===== config.mk =====
export PLATFORM = sky130hd
export DESIGN_NAME = pipe_detect_ctrl
export DESIGN_NICKNAME = d
export VERILOG_FILES = /design/src/rtl/pipe_detect_ctrl.sv
export SDC_FILE = /design/constraint.sdc
export NUM_CORES = 1
export LEC_CHECK = 0
export CAP_MARGIN = 10
export CORE_MARGIN = 10
export CORE_UTILIZATION = 55
export CTS_CLUSTER_SIZE = 20
export DETAILED_ROUTE_END_ITERATION = 6
export PLACE_DENSITY = 0.78
export SLEW_MARGIN = 0
export SYNTH_ARGS = -nofsm -noshare
export SYNTH_HDL_FRONTEND = slang
export SYNTH_SLANG_ARGS = --single-unit

===== constraint.sdc =====
create_clock -name pclk -period 2.4 [get_ports pclk]
set_clock_uncertainty 0.15 [all_clocks]
set_input_delay 0.48 -clock pclk [delete_from_list [all_inputs] [get_ports pclk]]
set_output_delay 0.48 -clock pclk [all_outputs]
set_load 0.02 [all_outputs]

===== src/rtl/pipe_detect_ctrl.sv =====
// Upstream-port Detect sub-state controller (Detect.Quiet -> Detect.Active -> exit) for a Gen1 x1 PIPE link.
// Optional macro DETECT_EIDLE_EXIT_EN: leave Detect.Quiet early when RxElecIdle is sampled low.
module pipe_detect_ctrl #(
    parameter int QUIET_TMO = 1200000,
    parameter int PHY_TMO   = 64
) (
    input  logic       pclk,
    input  logic       reset_n,
    input  logic       start,
    input  logic       PhyStatus,
    input  logic [2:0] RxStatus,
    input  logic       RxElecIdle,
    output logic       TxDetectRxorLpbk,
    output logic       TxElecIdle,
    output logic [2:0] PowerDown,
    output logic [2:0] det_state,
    output logic       detect_done,
    output logic       rx_detected
);
    localparam int QW = $clog2(QUIET_TMO);
    localparam int PW = $clog2(PHY_TMO);
    localparam logic [QW-1:0] QUIET_LAST = QW'(QUIET_TMO - 1);
    localparam logic [PW-1:0] PHY_LAST   = PW'(PHY_TMO - 1);
    localparam logic [2:0]    RX_FOUND   = 3'b011;
    localparam logic [2:0]    P1         = 3'b010;

    typedef enum logic [2:0] {
        IDLE   = 3'd0,
        QUIET  = 3'd1,
        ACTIVE = 3'd2,
        EXIT   = 3'd3
    } detSub_t;

    detSub_t         state;
    detSub_t         stateNxt;
    logic [QW-1:0]   quietTmr;
    logic [QW-1:0]   quietTmrNxt;
    logic [PW-1:0]   phyTmr;
    logic [PW-1:0]   phyTmrNxt;
    logic            txDetNxt;
    logic            doneNxt;
    logic            rxDetNxt;
    logic            eidleExit;

`ifdef DETECT_EIDLE_EXIT_EN
    assign eidleExit = !RxElecIdle;
`else
    logic unusedRxElecIdle;
    assign unusedRxElecIdle = RxElecIdle;
    assign eidleExit        = 1'b0;
`endif

    assign det_state = state;

    // State, timer and output registers
    always_ff @(posedge pclk) begin
        if (!reset_n) begin
            state            <= IDLE;
            quietTmr         <= '0;
            phyTmr           <= '0;
            TxDetectRxorLpbk <= 1'b0;
            TxElecIdle       <= 1'b1;
            PowerDown        <= P1;
            detect_done      <= 1'b0;
            rx_detected      <= 1'b0;
        end else begin
            state            <= stateNxt;
            quietTmr         <= quietTmrNxt;
            phyTmr           <= phyTmrNxt;
            TxDetectRxorLpbk <= txDetNxt;
            TxElecIdle       <= 1'b1;
            PowerDown        <= P1;
            detect_done      <= doneNxt;
            rx_detected      <= rxDetNxt;
        end
    end

    // Abort outranks PhyStatus, which outranks the PHY timeout
    always_comb begin
        stateNxt = state;
        case (state)
            IDLE: begin
                if (start) stateNxt = QUIET;
            end
            QUIET: begin
                if (!start)                                  stateNxt = IDLE;
                else if (quietTmr == QUIET_LAST || eidleExit) stateNxt = ACTIVE;
            end
            ACTIVE: begin
                if (!start)                  stateNxt = IDLE;
                else if (PhyStatus)          stateNxt = (RxStatus == RX_FOUND) ? EXIT : QUIET;
                else if (phyTmr == PHY_LAST) stateNxt = QUIET;
            end
            EXIT:    stateNxt = IDLE;
            default: stateNxt = IDLE;
        endcase
    end

    // Timers sit at zero outside their own sub-state, so entry always starts a fresh count
    always_comb begin
        quietTmrNxt = '0;
        phyTmrNxt   = '0;
        if (state == QUIET)
            quietTmrNxt = (quietTmr == QUIET_LAST) ? quietTmr : quietTmr + 1'b1;
        if (state == ACTIVE)
            phyTmrNxt = (phyTmr == PHY_LAST) ? phyTmr : phyTmr + 1'b1;

        txDetNxt = (stateNxt == ACTIVE);
        doneNxt  = (stateNxt == EXIT);

        rxDetNxt = rx_detected;
        if (state == IDLE && stateNxt == QUIET)
            rxDetNxt = 1'b0;
        else if (state == ACTIVE && stateNxt == EXIT)
            rxDetNxt = 1'b1;
    end

endmodule


# After elaboration in Yosys (flattened, before gate mapping)
# Cells that the tools add are included.
[classes] add_sub_neg=2 multipliers=0 div=0 magnitude_cmp=0 n_eq_ne=8 n_shift=0 n_mux=8 bitwise_logic=1 reduce_logical=6
[op_table] cell="$add 21x1->21 const B" count=1
[op_table] cell="$eq 21x21->1 const B" count=1
[op_table] cell="$mux 3" count=6
[op_table] cell="$eq 3x2->1 const B" count=4
[op_table] cell="$pmux 3 s3" count=1
[op_table] cell="$add 6x1->6 const B" count=1
[op_table] cell="$eq 3x1->1 const B" count=2
[op_table] cell="$eq 6x6->1 const B" count=1
[op_table] cell="$reduce_and 2->1" count=2
[op_table] cell="$logic_not 3->1" count=1
[op_table] cell="$logic_and 1x1->1" count=2
[op_table] cell="$mux 2" count=1
[op_table] cell="$reduce_or 2->1" count=1
[op_table] cell="$not 1->1" count=1
[word_totals] ff_bits=33 latch_bits=0 mem_bits_rw=0 mem_bits_ro=0 in_bits=8 n_memories=0

# Depth between registers and ports, before layout
[depth] word_depth=8 mapped_depth=7 ltp_nobuf=5

# Worst setup path before layout
# OpenSTA, ideal clock, no wires.
[synth_path] path_kind="flip-flop to flip-flop" from="reg quietTmr[0]" to="reg quietTmr[20]" setup_time_ns=0.071 t_arrival_ns=1.762 required_time_ns=2.179 path_slack_ns=0.418 path_stages_with_launch=6 period_less_slack_ns=1.982 cell_sequence="dfxtp_1 ha_1 nand3_1 or4_1 or4_1 a21oi_1"
[synth_between] elab_chain_len=1 word_cells_on_any_way=2 cone_classes="add/sub (1); eq/ne (1)"
[synth_lines] element="from (decl)" line_no="36" source="logic [QW-1:0] quietTmr;"
[synth_lines] element="from (signal assigned)" line_no="68" source="quietTmr <= quietTmrNxt;"
[synth_lines] element="$add 21x1->21 / $eq 21x21->1 (equally long branches)" line_no="104" source="quietTmrNxt = (quietTmr == QUIET_LAST) ? quietTmr : quietTmr + 1'b1;"
# Several ways; a longest one is shown, not always the timed one.
# A chain may end at the register's enable or synchronous reset.

# Final worst setup path
# Ends and elaborated chain as after synthesis.

==> results.txt <==
Status: finished clean
CP max stage cell: or4_1
Final WL: 3470 um
Placed Area: 1750 sq um
Post-DP HPWL: 2590 um
Clock Sink Count: 33
Compound-gate portion of the synthesized area: 16.6%
Headroom to the max-slew limit: 64.8%
Post-Synth XOR/XNOR Area: 3.25%
Antenna Nets Post-Route: 0
Area grow syn2layout: 11.3%
Post-cts sizing count: 0
Post-synthesis mux area share: 1.85%
Initial antenna violation count: 0
Row cnt: 19
Power Density: 490 nW/um^2
Core Area: 2780 sq um
Top Metal Used: met4
Setup TNS: 0 ns
Layout cells sized above 1: 9.18%
CP Cell Sequence: ha_1 > nand3_1 > or4_1 > or4_1 > a21oi_1
Critical path class: register to register
Chip width: 74.3 um
Largest family of logic cells by synthesized area: simple AND/OR/NAND/NOR gates
H-tree depth: 2
Simple-gate share of the synthesized area: 30.8%
IO Pins: 18
Most frequent cells in the layout: 33 x dfxtp_1, 18 x nand2_1, 16 x a21oi_1
Hold Buf Count CTS: 0
Worst endpoint required time: 2.52 ns
Buf+Inv Stages, Crit Path: 0
Logic pwr share: 3.7%
Fillers: 241
Family with the most delay on the worst path: simple AND/OR/NAND/NOR gates
Wl on met1: 1540 um
Post-CTS setup buffer count: 0
CP arrival: 2.32 ns
Most frequent CP cell: or4_1
Final Cycle Share: 91.7%
Drt first-iter violations: 95
Mapped Cells: 193
Switching Power: 206 uW
Crit Path Max Fanout: 6
Final Max Slew Viols: 0
Post-layout min period: 2.20 ns
Adder-cell share of the synthesized area: 1.55%
Reported leakage power: 0.000591 uW
Total GRT Usage: 13.9%
Synthesis-stage register bit count: 33
Fmax: 0.454 GHz
Pin slew with the least headroom to its limit: 0.520 ns
Peak VDD IR: 0.376 mV
Synth Warn #: 0
Die area: 5510 sq um
Pint: 677 uW
Antenna cells: 0
Routed length per placed instance: 14.6 um
Most used DFF post-synth: dfxtp_1
DR WL met2: 1650 um
Final setup violation count: 0
TritonCTS clock tree: built
Grt total ovfl: 0
Clk pwr share: 33.8%
Largest net degree at the start of global routing: 13
Number of synthesized flops with an enable pin: 0
Routed vias: 1,455
Post-synthesis cell area: 1620 sq um
Sequential element share of the synthesized area: 40.8%
Pre-antenna DRT Iters: 6
Ys async rst share: 0%
Hold/Removal Path Class: register to register
Clock buffer depth: 2
Clk_lat worst skew: 0.34 ns
RSZ-0062 raised after global routing: no
Final hold violations: 0
Die height: 74.3 um
Initial core utilization: 58.2%
Mean post-synth cell area: 8.39 sq um
Clk Tree Root Cell: clkbuf_4
First-pass GRT wire length: 6150 um
MaxCap Viol Count: 0
DR vias/cell: 6.11
Most common cell after layout, fill and taps aside: dfxtp_1
CTS Buf Count: 5
Nets: 216
GP Congestion: 0.771
Clk pin slew, worst setup/hold paths: 0.11 ns
Worst setup SP type: register
Multi-input combinational cell area: 893 sq um
Distinct cells, synth: 45
CP peak stage delay: 0.64 ns
Register Area: 661 sq um
Met3 routed WL: 193 um
IO Port Bufs: 12
Seq pwr share: 62.5%
Fin area: 1800 sq um
Net Sw Frac: 23.4%
Critical Path Sink Type: register
Vias in the first global route: 1,421
Drt drc: 0
-- power by group through the flow --
stage	logic (uW)	registers, uW	clock network [uW]
5_1_grt	35.7	552	332
6_report	33.1	552	298
4_1_cts	33.0	552	310
3_5_place_dp	32.9	564	0
2_1_floorplan	19.2	566	0
3_3_place_gp	32.0	564	0
-- logic make-up (layout without fill, tap and decap cells) --
| logic type | Yosys count | count (layout) |
|---|---|---|
| flops | 33 | 33 |
| simple gates | 87 | 87 |
| mux | 3 | 3 |
| fa+ha+maj | 2 | 2 |
| xor+xnor | 6 | 6 |
| other cells | 2 | 5 |
| compound gates | 44 | 44 |
| buf+inv | 16 | 27 |
-- worst paths after layout --
path | startpoint | end | slack [ns] | cells after the start
min reg2reg | quietTmr[20] | quietTmr[20] | 0.34 | 2
max reg2reg | quietTmr[0] | quietTmr[20] | 0.20 | 5
max | quietTmr[0] | quietTmr[20] | 0.20 | 5
min | quietTmr[20] | quietTmr[20] | 0.34 | 2
-- sequential cells by signal, summed over array words and instances (netlist names) --
name and cells:
det_state 3, quietTmr 21, detect_done 1, phyTmr 6, TxDetectRxorLpbk 1, rx_detected 1
-- stage by stage --
| stage | util, % | power, uW | hold slack (ns) | instances | worst slack, ns |
|---|---|---|---|---|---|
| floorplan | - | 585 | 0.299 | 196 | 0.418 |
| CTS | 64.8 | 895 | 0.339 | 238 | 0.219 |
| finish | 64.8 | 883 | 0.339 | 238 | 0.198 |
| detailed placement | 62.9 | 597 | 0.325 | 230 | 0.206 |
| global route | 64.8 | 920 | 0.372 | 238 | 0.0411 |
| global placement | 62.9 | 596 | 0.314 | 230 | 0.256 |
-- layer usage --
layer	up-vias	global-route usage [%]
li1	731	-
met1	683	15.5
met2	30	22.7
met3	11	5.05
met4	0	7.11
met5	-	0
-- worst register-to-register path, stage by stage, from the launching register on --
cell and delay, ns:
dfxtp_1 0.39, ha_1 0.22, nand3_1 0.16, or4_1 0.64
or4_1 0.43, a21oi_1 0.14
-- cells in the mapped netlist, types with 5 or more instances --
library cell,n,area (sq um)
clkbuf_1,7,26.3
or4_1,6,45.0
o21ai_0,13,65.1
a21oi_1,16,80.1
nand2_1,18,67.6
nand3_1,11,55.1
dfxtp_1,33,661
nor2_1,13,48.8
nor3_1,5,25.0
-- cell type report --
class | instances | share of cell area [%]
sequential | 33 | 36.7
tap | 31 | 2.15
clock inverter | 2 | 0.556
multi-input combinational | 147 | 49.6
inverter | 4 | 0.833
clock buffer | 6 | 2.29
timing repair buffer | 15 | 7.92
Power figures use the tool's default switching activity.
==> variant, RTL diff (same settings) <==
The option `DETECT_EIDLE_EXIT_EN` is turned on by a define.
--- a/src/rtl/pipe_detect_ctrl.sv
+++ b/src/rtl/pipe_detect_ctrl.sv
@@ -2,2 +2,4 @@
 // Optional macro DETECT_EIDLE_EXIT_EN: leave Detect.Quiet early when RxElecIdle is sampled low.
+`define DETECT_EIDLE_EXIT_EN
+
 module pipe_detect_ctrl #(
Check against the original RTL: not equivalent (Yosys sat finds a counterexample within 4 cycles, from zero or initial values and one cycle with reset_n low).
==> variant against the original RTL <==
- wire length up 5.8%
- fmax increased by 1.6%
- area after synthesis up 2.9%
- final area grew 5.7%
- die area increased by 2.1%
- first-iteration DRC count is 27% higher
- sequential power about the same
- critical path depth decreased by 4
- sequential cell count unchanged
- core utilization is 2.5 points higher
- total power up 17%
- worst setup slack better by 0.036 ns
- critical path type is now reg -> out
==> variant: results (changes against the original RTL) <==
| Metric | Value |
|---|---|
| Post-synthesis mux area share | `0.0361 (+0.0175)` |
| Ys Warns | `0 (unchanged)` |
| Tot GR Track Use | `0.141 (+0.00194)` |
| NumNets Final | `224 (+3.7%)` |
| Post-synthesis compound-gate area fraction | `0.132 (-0.0339)` |
| P_clk | `440 uW (+48%)` |
| Adder-cell share of the synthesized area | `0.0150 (-0.000430)` |
| Vias | `1,490 (+2.4%)` |
| Drt first pass iters | `4 (-2)` |
| Total CTS buffers | `5 (unchanged)` |
| Area contributors post-synth | `dfxtp_1 40%, a21oi_1 5.4%, nand2_1 4.3%` |
| Top cells by count, synth | `33 x dfxtp_1, 19 x nand2_1, 18 x a21oi_1` |
| CP arrival | `1.54 ns (-0.78 ns)` |
| DP Area | `1820 um^2 (+3.9%)` |
| H-tree depth | `2 (unchanged)` |
| Maximum VDD drop | `0.000437 V (+16%)` |
| Combinational share of power | `0.040 (+0.003)` |
| Clock share of power | `0.425 (+0.087)` |
| Worst Path Max Fanout | `10 (+4)` |
| Reg-to-reg slack, setup | `0.33 ns (+0.13 ns)` |
| Hold WC Path Type | `reg -> reg` |
| IO buf count | `13 (+1)` |
| Final wirelength | `3670 um (+5.8%)` |
| Critical path's top delay family | `buffers and inverters` |
| Library cells used by synthesis | `41 (-8.9%)` |
| Internal | `819 uW (+21%)` |
| 1st-iter DRT viols | `121 (+27%)` |
| Vias in the first global route | `1,375 (-3.2%)` |
| Most used DFF post-synth | `dfxtp_1` |
| Sequential area share after synthesis | `0.397 (-0.0113)` |
| Avg Inst Size Synth | `8.50 um^2 (+1.3%)` |
| Routed WL per cell | `14.9 um (+2.4%)` |
| Setup Slack @ Placement | `0.184 ns (-0.0224 ns)` |
| Leakage | `0.000607 uW (+2.6%)` |
| # placed instances | `238 (+3.5%)` |
| Root buf cell | `clkbuf_4` |
| Antenna Cells | `0 (unchanged)` |
| Synth Area in XOR/XNOR | `0.0473 (+0.0149)` |
| HPWL after DPL | `2760 um (+6.6%)` |
| Clk Latency, worst-skew pair | `0.34 ns (about the same)` |
| CP peak stage delay | `0.68 ns (+0.04 ns)` |
| Global-route wire length before repair | `6220 um (+1.1%)` |
| Routability congestion estimate | `0.803 (+4.1%)` |
| Hold endpoint | `phyTmr[1]$_SDFFE_PN0N_` |
| Share of cells above drive strength 1 | `0.0837 (-0.00807)` |
| Hold slack | `0.356 ns (+0.0166 ns)` |
| HP Start | `phyTmr[1]$_SDFFE_PN0N_` |
| Reg2Reg Depth | `5 (unchanged)` |
| Outcome | `completed` |
| Crit path max-delay cell type | `clkdlybuf4s50_1` |
| Postcts setup bufs | `0 (unchanged)` |
| Pin count of the biggest net entering global routing | `16 (+3)` |
==> variant: per-layer routing <==
metal,wire (um),track usage
met5,0,0
met4,19,0.0525
met3,212,0.0434
met2,1790,0.226
met1,1650,0.173
==> variant: final cells by class <==
cell class | instances | area [um^2]
Clock buffer | 7 | 55.1
Clock inverter | 1 | 30.0
Timing Repair Buffer | 15 | 145
Tap cell | 31 | 38.8
Inverter | 1 | 3.75
Sequential cell | 33 | 661
Fill cell | 233 | 925
Multi-Input combinational cell | 158 | 971
==> variant: worst max path at each step <==
stage	from	slack (ns)	to
floorplan	quietTmr[0]$_SDFFE_PN0N_	0.54	quietTmr[16]$_SDFFE_PN0N_
global placement	reset_n	0.28	TxDetectRxorLpbk$_SDFF_PN0_
detailed placement	reset_n	0.18	TxDetectRxorLpbk$_SDFF_PN0_
CTS	det_state[1]$_SDFF_PN0_	0.22	det_state[1]
global route	det_state[1]$_SDFF_PN0_	0.14	det_state[1]
finish	det_state[1]$_SDFF_PN0_	0.23	det_state[1]
